===== src/rtl/lvdc_mem_pkg.sv =====
// Shared definitions for the LVDC core-memory write path.
//   - Write sequencer state encoding (IDLE/SETUP/WRITE/RECOV)
//   - Module-select mask constants for Ma..Md and the two duplex pairs
//   - mod_sel_legal(): accepts one-hot masks and the two duplex pairs only
package lvdc_mem_pkg;

    localparam int unsigned CNT_W  = 4;
    localparam int unsigned DATA_W = 13;
    localparam int unsigned MOD_W  = 4;

    typedef enum logic [1:0] {
        ST_IDLE  = 2'd0,
        ST_SETUP = 2'd1,
        ST_WRITE = 2'd2,
        ST_RECOV = 2'd3
    } wrState_e;

    localparam logic [MOD_W-1:0] MOD_A     = 4'b0001;
    localparam logic [MOD_W-1:0] MOD_B     = 4'b0010;
    localparam logic [MOD_W-1:0] MOD_C     = 4'b0100;
    localparam logic [MOD_W-1:0] MOD_D     = 4'b1000;
    localparam logic [MOD_W-1:0] DUPLEX_AB = 4'b0011;
    localparam logic [MOD_W-1:0] DUPLEX_CD = 4'b1100;

    // Any single module, or one of the two hard-wired duplex pairs.
    function automatic logic mod_sel_legal(input logic [MOD_W-1:0] mask);
        logic legal;
        case (mask)
            MOD_A, MOD_B, MOD_C, MOD_D,
            DUPLEX_AB, DUPLEX_CD: legal = 1'b1;
            default:              legal = 1'b0;
        endcase
        return legal;
    endfunction

endpackage


===== src/rtl/inhibit_phase_counter.sv =====
// Loadable down-counter timing each phase of the inhibit/write sequence.
// Ports:
//   clk, rst   - clock, synchronous active-high reset (count -> 0)
//   load       - load loadValue this cycle (has priority over dec)
//   loadValue  - value to load
//   dec        - decrement by one; holds at zero
//   count      - current count
//   zero       - count == 0
module inhibit_phase_counter
    import lvdc_mem_pkg::*;
(
    input  logic             clk,
    input  logic             rst,
    input  logic             load,
    input  logic [CNT_W-1:0] loadValue,
    input  logic             dec,
    output logic [CNT_W-1:0] count,
    output logic             zero
);

    always_ff @(posedge clk) begin
        if (rst) begin
            count <= '0;
        end else if (load) begin
            count <= loadValue;
        end else if (dec && (count != '0)) begin
            count <= count - 1'b1;
        end
    end

    assign zero = (count == '0);

endmodule


===== src/rtl/memory_inhibit_driver.sv =====
// Write-side restore path: latches a buffer-register word, generates its
// parity bit and sequences inhibit drivers and X/Y write currents for the
// selected core-memory module (or duplex pair).
// Parameters:
//   T_SETUP - cycles inhibit settles before write current (1..15)
//   T_WRITE - cycles X/Y write current is held             (1..15)
//   T_RECOV - cycles all drives are off before next accept (1..15)
// Ports:
//   clk, rst - clock, synchronous active-high reset
//   wr_req   - write request, sampled only while idle
//   mod_sel  - module select (bit0=Ma .. bit3=Md); one-hot or 0011/1100
//   br_data  - BRx13..BRx1 (bit0 = BRx1)
//   wr_ack   - one-cycle pulse, request accepted
//   busy     - high from acceptance through the end of recovery
//   done     - one-cycle pulse as the sequencer returns to idle
//   err      - one-cycle pulse, request rejected for an illegal mod_sel
//   inh      - inhibit drive per bit, bit13 = parity; high writes a 0
//   xy_wr    - X/Y write-current enable per module
//   mod_act  - latched module mask
module memory_inhibit_driver
    import lvdc_mem_pkg::*;
#(
    parameter int unsigned T_SETUP = 2,
    parameter int unsigned T_WRITE = 4,
    parameter int unsigned T_RECOV = 3
) (
    input  logic              clk,
    input  logic              rst,
    input  logic              wr_req,
    input  logic [MOD_W-1:0]  mod_sel,
    input  logic [DATA_W-1:0] br_data,
    output logic              wr_ack,
    output logic              busy,
    output logic              done,
    output logic              err,
    output logic [DATA_W:0]   inh,
    output logic [MOD_W-1:0]  xy_wr,
    output logic [MOD_W-1:0]  mod_act
);

    if ((T_SETUP < 1) || (T_SETUP > 15)) begin : gBadSetup
        $error("memory_inhibit_driver: T_SETUP must be in 1..15");
    end
    if ((T_WRITE < 1) || (T_WRITE > 15)) begin : gBadWrite
        $error("memory_inhibit_driver: T_WRITE must be in 1..15");
    end
    if ((T_RECOV < 1) || (T_RECOV > 15)) begin : gBadRecov
        $error("memory_inhibit_driver: T_RECOV must be in 1..15");
    end

    localparam logic [CNT_W-1:0] SETUP_LOAD = CNT_W'(T_SETUP - 1);
    localparam logic [CNT_W-1:0] WRITE_LOAD = CNT_W'(T_WRITE - 1);
    localparam logic [CNT_W-1:0] RECOV_LOAD = CNT_W'(T_RECOV - 1);

    wrState_e          state;
    wrState_e          nextState;
    logic [DATA_W-1:0] dataQ;
    logic              parQ;

    logic              isIdle;
    logic              accept;
    logic              reject;

    logic              cntLoad;
    logic [CNT_W-1:0]  cntLoadValue;
    logic              cntDec;
    logic [CNT_W-1:0]  cntValue;
    logic              cntZero;

    logic [DATA_W-1:0] dataNext;
    logic              parNext;
    logic [DATA_W:0]   inhPattern;
    logic              driveInh;
    logic              driveXy;

    assign isIdle = (state == ST_IDLE);
    assign accept = isIdle && wr_req && mod_sel_legal(mod_sel);
    assign reject = isIdle && wr_req && !mod_sel_legal(mod_sel);

    inhibit_phase_counter uPhaseCounter (
        .clk       (clk),
        .rst       (rst),
        .load      (cntLoad),
        .loadValue (cntLoadValue),
        .dec       (cntDec),
        .count     (cntValue),
        .zero      (cntZero)
    );

    // Phase sequencing: each phase lasts (load value + 1) cycles.
    always_comb begin
        nextState    = state;
        cntLoad      = 1'b0;
        cntLoadValue = '0;
        cntDec       = 1'b0;
        case (state)
            ST_IDLE: begin
                if (accept) begin
                    nextState    = ST_SETUP;
                    cntLoad      = 1'b1;
                    cntLoadValue = SETUP_LOAD;
                end
            end
            ST_SETUP: begin
                if (cntZero) begin
                    nextState    = ST_WRITE;
                    cntLoad      = 1'b1;
                    cntLoadValue = WRITE_LOAD;
                end else begin
                    cntDec = 1'b1;
                end
            end
            ST_WRITE: begin
                if (cntZero) begin
                    nextState    = ST_RECOV;
                    cntLoad      = 1'b1;
                    cntLoadValue = RECOV_LOAD;
                end else begin
                    cntDec = 1'b1;
                end
            end
            ST_RECOV: begin
                if (cntZero) begin
                    nextState = ST_IDLE;
                end else begin
                    cntDec = 1'b1;
                end
            end
            default: begin
                nextState = ST_IDLE;
            end
        endcase
    end

    // Drive outputs are registered from the next-state view so that they
    // switch on the same edge as the state they belong to, without any
    // combinational path from the inputs.
    always_comb begin
        dataNext   = accept ? br_data : dataQ;
        parNext    = accept ? ~^br_data : parQ;
        inhPattern = ~{parNext, dataNext};
        driveInh   = (nextState == ST_SETUP) || (nextState == ST_WRITE);
        driveXy    = (nextState == ST_WRITE);
    end

    always_ff @(posedge clk) begin
        if (rst) begin
            state   <= ST_IDLE;
            dataQ   <= '0;
            parQ    <= 1'b0;
            mod_act <= '0;
            inh     <= '0;
            xy_wr   <= '0;
            wr_ack  <= 1'b0;
            busy    <= 1'b0;
            done    <= 1'b0;
            err     <= 1'b0;
        end else begin
            state  <= nextState;
            dataQ  <= dataNext;
            parQ   <= parNext;
            if (accept) begin
                mod_act <= mod_sel;
            end
            inh    <= driveInh ? inhPattern : '0;
            // mod_act cannot change outside IDLE, so it is safe to use here.
            xy_wr  <= driveXy ? mod_act : '0;
            wr_ack <= accept;
            err    <= reject;
            busy   <= (nextState != ST_IDLE);
            done   <= (state == ST_RECOV) && cntZero;
        end
    end

endmodule


===== config.mk =====
export PLATFORM = sky130hd
export DESIGN_NAME = memory_inhibit_driver
export DESIGN_NICKNAME = d
export VERILOG_FILES = /design/src/rtl/lvdc_mem_pkg.sv /design/src/rtl/inhibit_phase_counter.sv /design/src/rtl/memory_inhibit_driver.sv
export SDC_FILE = /design/constraint.sdc
export NUM_CORES = 1
export LEC_CHECK = 0
export CAP_MARGIN = 20
export CORE_MARGIN = 3
export CORE_UTILIZATION = 45
export DETAILED_ROUTE_END_ITERATION = 10
export PLACE_DENSITY = 0.79
export SLEW_MARGIN = 25
export SYNTH_ARGS = -nofsm -noshare
export SYNTH_HDL_FRONTEND = slang
export SYNTH_SLANG_ARGS = --single-unit

===== constraint.sdc =====
create_clock -name clk -period 2.67 [get_ports clk]
set_input_delay 0.4005 -clock clk [delete_from_list [all_inputs] [get_ports clk]]
set_output_delay 0.4005 -clock clk [all_outputs]
set_load 0.05 [all_outputs]

=== Word level (Yosys, flattened, before mapping) ===
Cells that the tools add are included.

* Add/subtract/negate cells: 1
* Eq/ne operators: 11
* Muxes and demuxes: 19
* Bitwise gates (word level): 3
* Reductions and logical operators: 18

{| class="wikitable"
|+ Operator list
! kind !! number
|-
| $not A14 Y14 || 1
|-
| $mux W13 || 1
|-
| $reduce_xnor A13 Y1 || 1
|-
| $mux W2 || 6
|-
| $eq A4 B2 Y1 const B || 2
|-
| $eq A4 B4 Y1 const B || 2
|-
| $mux W4 || 2
|-
| $pmux W2 S4 || 1
|-
| $mux W1 || 7
|-
| $eq A2 B2 Y1 const B || 3
|-
| $pmux W2 S3 || 1
|-
| $reduce_or A2 Y1 || 3
|-
| $reduce_or A6 Y1 || 1
|-
| $logic_and A1 B1 Y1 || 5
|-
| $eq A2 B1 Y1 const B || 2
|-
| $eq A4 B1 Y1 const B || 1
|-
| $eq A4 B3 Y1 const B || 1
|-
| $logic_not A4 Y1 || 1
|-
| $reduce_bool A2 Y1 || 2
|-
| $reduce_bool A4 Y1 || 1
|-
| $sub A4 B1 Y4 const B || 1
|-
| $reduce_or A3 Y1 || 1
|-
| $logic_not A2 Y1 || 1
|-
| $not A1 Y1 || 2
|-
| other kinds (3) || 3
|}

* Register bits after elaboration: 46
* Input bits: 20
* Logic and storage cells: 63

=== Longest topological paths before layout ===
* Depth in word-level cells: 10
* Depth in mapped cells: 10
* Mapped depth without buffers: 9

=== Hierarchy ===
A second synthesis with hierarchy kept.

* Cell total of the unflattened synthesis: 183
* Area, all modules: 1,906.8 um^2

{| class="wikitable"
|+ By module, submodules not included
! module !! instances !! cells each !! area an instance (um^2)
|-
| memory_inhibit_driver || 1 || 154 || 1,644.1
|-
| inhibit_phase_counter || 1 || 29 || 262.8
|}

=== Worst setup path after synthesis ===
OpenSTA, ideal clock, no wires.

* Path kind: reg2reg
* Start: register uPhaseCounter.count[0]
* End: register inh[10]
* Setup time: 0.059 ns
* Arrival: 2.229 ns
* Path slack: 0.382 ns
* Stages on the path, launching flop included: 11
* Buffers on the path: 1
* Clock period less this slack: 2.288 ns
* Cell sequence: dfxtp_1 > inv_1 > ha_1 > nor3b_2 > nor2_1 > or2_1 > a21o_1 > ha_1 > nor2b_1 > clkbuf_1 > and2_1

* Longest elaborated chain between the ends: 7

{| class="wikitable"
|+ RTL lines
! item !! line !! RTL
|-
| start: declaration || inhibit_phase_counter.sv:17 || <nowiki>output logic [CNT_W-1:0] count,</nowiki>
|-
| start signal: assignment || inhibit_phase_counter.sv:25 || <nowiki>count <= loadValue;</nowiki>
|-
| start signal: assignment || inhibit_phase_counter.sv:27 || <nowiki>count <= count - 1'b1;</nowiki>
|-
| $logic_not A4 Y1 * || inhibit_phase_counter.sv:31 || <nowiki>assign zero = (count == '0);</nowiki>
|-
| $mux W2 (on tied branches) || memory_inhibit_driver.sv:123, memory_inhibit_driver.sv:105, memory_inhibit_driver.sv:114 ||
|-
| $pmux W2 S4 * || memory_inhibit_driver.sv:96 || <nowiki>case (state)</nowiki>
|-
| $eq A2 B1 Y1 or $eq A2 B2 Y1 (tied branches) || memory_inhibit_driver.sv:142 || <nowiki>driveInh = (nextState == ST_SETUP) || (nextState == ST_WRITE);</nowiki>
|-
| $logic_or A1 B1 Y1 * || memory_inhibit_driver.sv:142 ||
|-
| $not A1 Y1 (no line) * || - ||
|-
| $reduce_or A2 Y1 (no line) * || - ||
|-
| end signal: assignment || memory_inhibit_driver.sv:165 || <nowiki>inh <= driveInh ? inhPattern : '0;</nowiki>
|-
| end: declaration || memory_inhibit_driver.sv:36 || <nowiki>output logic [DATA_W:0] inh,</nowiki>
|}

Every way passes the cells marked *; elsewhere a longest branch is shown, timed or not.
A chain may end at the register's enable or synchronous reset.

=== Final worst setup path ===
* Start: input mod_sel[2]
* End: register inh[11]

* Longest elaborated chain between the ends: 10

{| class="wikitable"
|+ RTL lines
! item !! line !! RTL
|-
| start: declaration || memory_inhibit_driver.sv:30 || <nowiki>input logic [MOD_W-1:0] mod_sel,</nowiki>
|-
| $eq A4 B1 Y1, or another cell as far along || lvdc_mem_pkg.sv:28 || <nowiki>case (mask)</nowiki>
|-
| $reduce_or A6 Y1 * || lvdc_mem_pkg.sv:28 ||
|-
| $mux W1 * || lvdc_mem_pkg.sv:28 ||
|-
| $logic_and A1 B1 Y1 * || memory_inhibit_driver.sv:77 || <nowiki>assign accept = isIdle && wr_req && mod_sel_legal(mod_sel);</nowiki>
|-
| $mux W2 || memory_inhibit_driver.sv:98 || <nowiki>if (accept) begin</nowiki>
|-
| $pmux W2 S4 || memory_inhibit_driver.sv:96 ||
|-
| $eq A2 B1 Y1 or $eq A2 B2 Y1 (tied branches) || memory_inhibit_driver.sv:142 ||
|-
| $logic_or A1 B1 Y1 || memory_inhibit_driver.sv:142 ||
|-
| $not A1 Y1 (no line) || - ||
|-
| $reduce_or A2 Y1 (no line) || - ||
|}

Marks and branches as above.

==> flow_summary.json <==
{
  "p_leak_nw": 1.01,
  "fp.dieArea_um2": 4990,
  "p_clk_frac": 0.239,
  "drt_iter0_drc": 71,
  "grt_pass1_vias": 1435,
  "power_frac_seq": 0.328,
  "drive_above_1_share": 0.106,
  "cts_tree": "yes",
  "dp_hpwl_mm": 2.61,
  "syn_avg_cell_area_um2": 10.5,
  "seq_area_um2": 921,
  "viasPerCell": 4.89,
  "ys_warn_count": 0,
  "layoutNonFillerInstCount": 284,
  "antenna_found_initial": 0,
  "power_switching_w": 0.000944,
  "ys_types": 33,
  "arrival_ns": 2.67,
  "clk_latency_ns": 0.30,
  "critPathKind": "in -> reg",
  "synthCells": 179,
  "clkTransAtPathRegs_ns": 0.08,
  "fp-row-count": 22,
  "power.share.combinational": 0.433,
  "synthTopCellsByArea": "dfxtp_1, mux2i_1, and2_1",
  "pwr_density_cell_nw_per_um2": 1030,
  "seq_area_frac_synth": 0.490,
  "hold_viol": 0,
  "hold_buffers": 0,
  "clkSinkCount": 46,
  "hold_path_depth": 2,
  "fmax_ghz": 0.411,
  "h-tree-depth": 2,
  "whs_ns": 0.470,
  "netlist_area_um2": 1880,
  "cts_post_setup_buffers_inserted": 0,
  "slew_violations": 0,
  "clock_skew_ns": 0.00683,
  "final_cell_area_um2": 2570,
  "ioPinCount": 46,
  "clockBufferDepth": 2,
  "placed_area_um2": 2420,
  "portBuffers": 45,
  "fin_ws_ns": 0.238,
  "fillerInstances": 320,
  "rsz0062_at_grt": "no",
  "final_antenna_net_count": 0,
  "gp_congestion": 0.827,
  "drtPass1Iterations": 4,
  "multi_input_area_um2": 908,
  "synth_top_area_frac": 0.490,
  "nets": 263,
  "final_util": 0.667,
  "finalSetupViolCount": 0,
  "vdd_ir_drop_max_mv": 0.660,
  "post-route-min-period_ns": 2.43,
  "core_um2": 3850,
  "hold_path_class": "reg -> reg",
  "num_antenna_cells": 0,
  "numCtsBuffers": 5,
  "fp.dieH_um": 70.6,
  "yosys.area.top_type": "dfxtp_1",
  "cp.required_ns": 2.91,
  "switching_share": 0.358,
  "ys_ff_latch": 46,
  "cp_max_fo": 14,
  "overflow": 0,
  "grtUsageTotal": 0.166,
  "grt_pass1_wl_mm": 6.67,
  "status": "finished clean",
  "cp-end-kind": "register",
  "tightest_slew_ns": 0.512,
  "placed_cells": 276,
  "routed_wl_mm": 3.70,
  "cts_resized": 1,
  "relSlewSlack": 0.658,
  "maxCapViolCount": 0,
  "finalCritPeriodShare": 0.911,
  "pre_cts_ws_ns": -0.297,
  "wire_per_inst_um": 13.0,
  "ff2ff_path_depth": 10,
  "die_width_um": 70.6,
  "initial_core_util": 0.488,
  "vias": 1388,
  "p_int_w": 0.00170,
  "grt_max_degree": 30,
  "synthesis.nets": 207,
  "drc": 0,
  "syn2layout_area_growth_pct": 36.6,
  "start_kind": "input pin",
  "cts_root_buf": "clkbuf_8"
}
## state kept, by name, summed over array words and instances, names as in the netlist
register,cells
uPhaseCounter.count,4
xy_wr,4
err,1
busy,1
wr_ack,1
state,2
dataQ,13
parQ,1
mod_act,4
inh,14
done,1
## synth_stat cells, drive strengths merged
master,instances
a21oi,9
a2111oi,1
or2,2
nand2,13
xnor3,3
or4,1
a211oi,2
xnor2,8
nor3,8
inv,5
a221o,1
o21ai,2
nor2b,2
dfxtp,46
a21o,1
buf,1
nor2,23
o2111ai,1
clkbuf,4
and2,18
nand3,1
o21a,2
mux2i,13
nor3b,2
ha,8
xor2,2
## routing by layer
metal | track usage | routed length (um) | vias up
li1 | - | - | 707
met1 | 0.210 | 1720 | 635
met2 | 0.269 | 1680 | 39
met3 | 0.0511 | 243 | 7
met4 | 0.0564 | 58 | 0
met5 | 0 | 0 | -
## cells by family after synthesis
family,count (synthesis),share of synthesized area
fa+ha+maj,8,0.0532
flops,46,0.490
xor+xnor,13,0.0925
buf+inv,10,0.0286
mux,13,0.0692
compound gates,19,0.0665
simple gates,70,0.200
## area by class of cell
class | instances | area share
multi-input combinational | 123 | 0.354
tap | 48 | 0.0234
sequential | 46 | 0.359
inverter | 5 | 0.00731
clock inverter | 2 | 0.0234
timing repair buffer | 54 | 0.202
clock buffer | 6 | 0.0321
## final timing paths
kind | from | to | slack (ns)
worst max register to register | uPhaseCounter.count[0] | inh[11] | 0.30
worst min register to register | mod_act[2] | mod_act[2] | 0.47
worst min-delay path | mod_act[2] | mod_act[2] | 0.47
worst max-delay path | mod_sel[2] | inh[11] | 0.24
## power groups by stage
stage               sequential [W]  clock, W  combinational [W]
detailed placement        0.000881         0            0.00113
floorplan                  0.00115         0           0.000503
global route              0.000883  0.000668            0.00124
CTS                       0.000869  0.000641            0.00115
global placement          0.000884         0            0.00112
finish                    0.000867  0.000631            0.00114
## cell usage in the layout, fill, tap and decap left out, types with 2 or more instances in the layout
| cell | instances |
|---|---|
| nor3_1 | 8 |
| dfxtp_1 | 46 |
| xnor3_1 | 3 |
| nor2_4 | 2 |
| mux2i_1 | 13 |
| xnor2_1 | 7 |
| o21a_1 | 2 |
| buf_4 | 9 |
| ha_1 | 8 |
| nand2_1 | 13 |
| bufinv_16 | 2 |
| clkbuf_8 | 6 |
| clkdlybuf4s50_1 | 45 |
| xor2_1 | 2 |
| a21oi_1 | 9 |
| and2_1 | 18 |
| nor2_1 | 20 |
| inv_1 | 5 |
## critical path, stage by stage
cell             delay (ns)
clkdlybuf4s50_1        0.48
nor2_4                 0.20
xnor2_4                0.09
o21a_1                 0.19
or2_1                  0.25
a21o_1                 0.20
ha_1                   0.27
nor2b_2                0.39
and2_1                 0.20
## stage by stage
stage / setup TNS, ns / total power, W
floorplan: 0 / 0.00166
global placement: -3.72 / 0.00200
detailed placement: -4.05 / 0.00202
CTS: 0 / 0.00266
global route: 0 / 0.00279
finish: 0 / 0.00264
No activity file was read; power rests on OpenSTA's default activity.
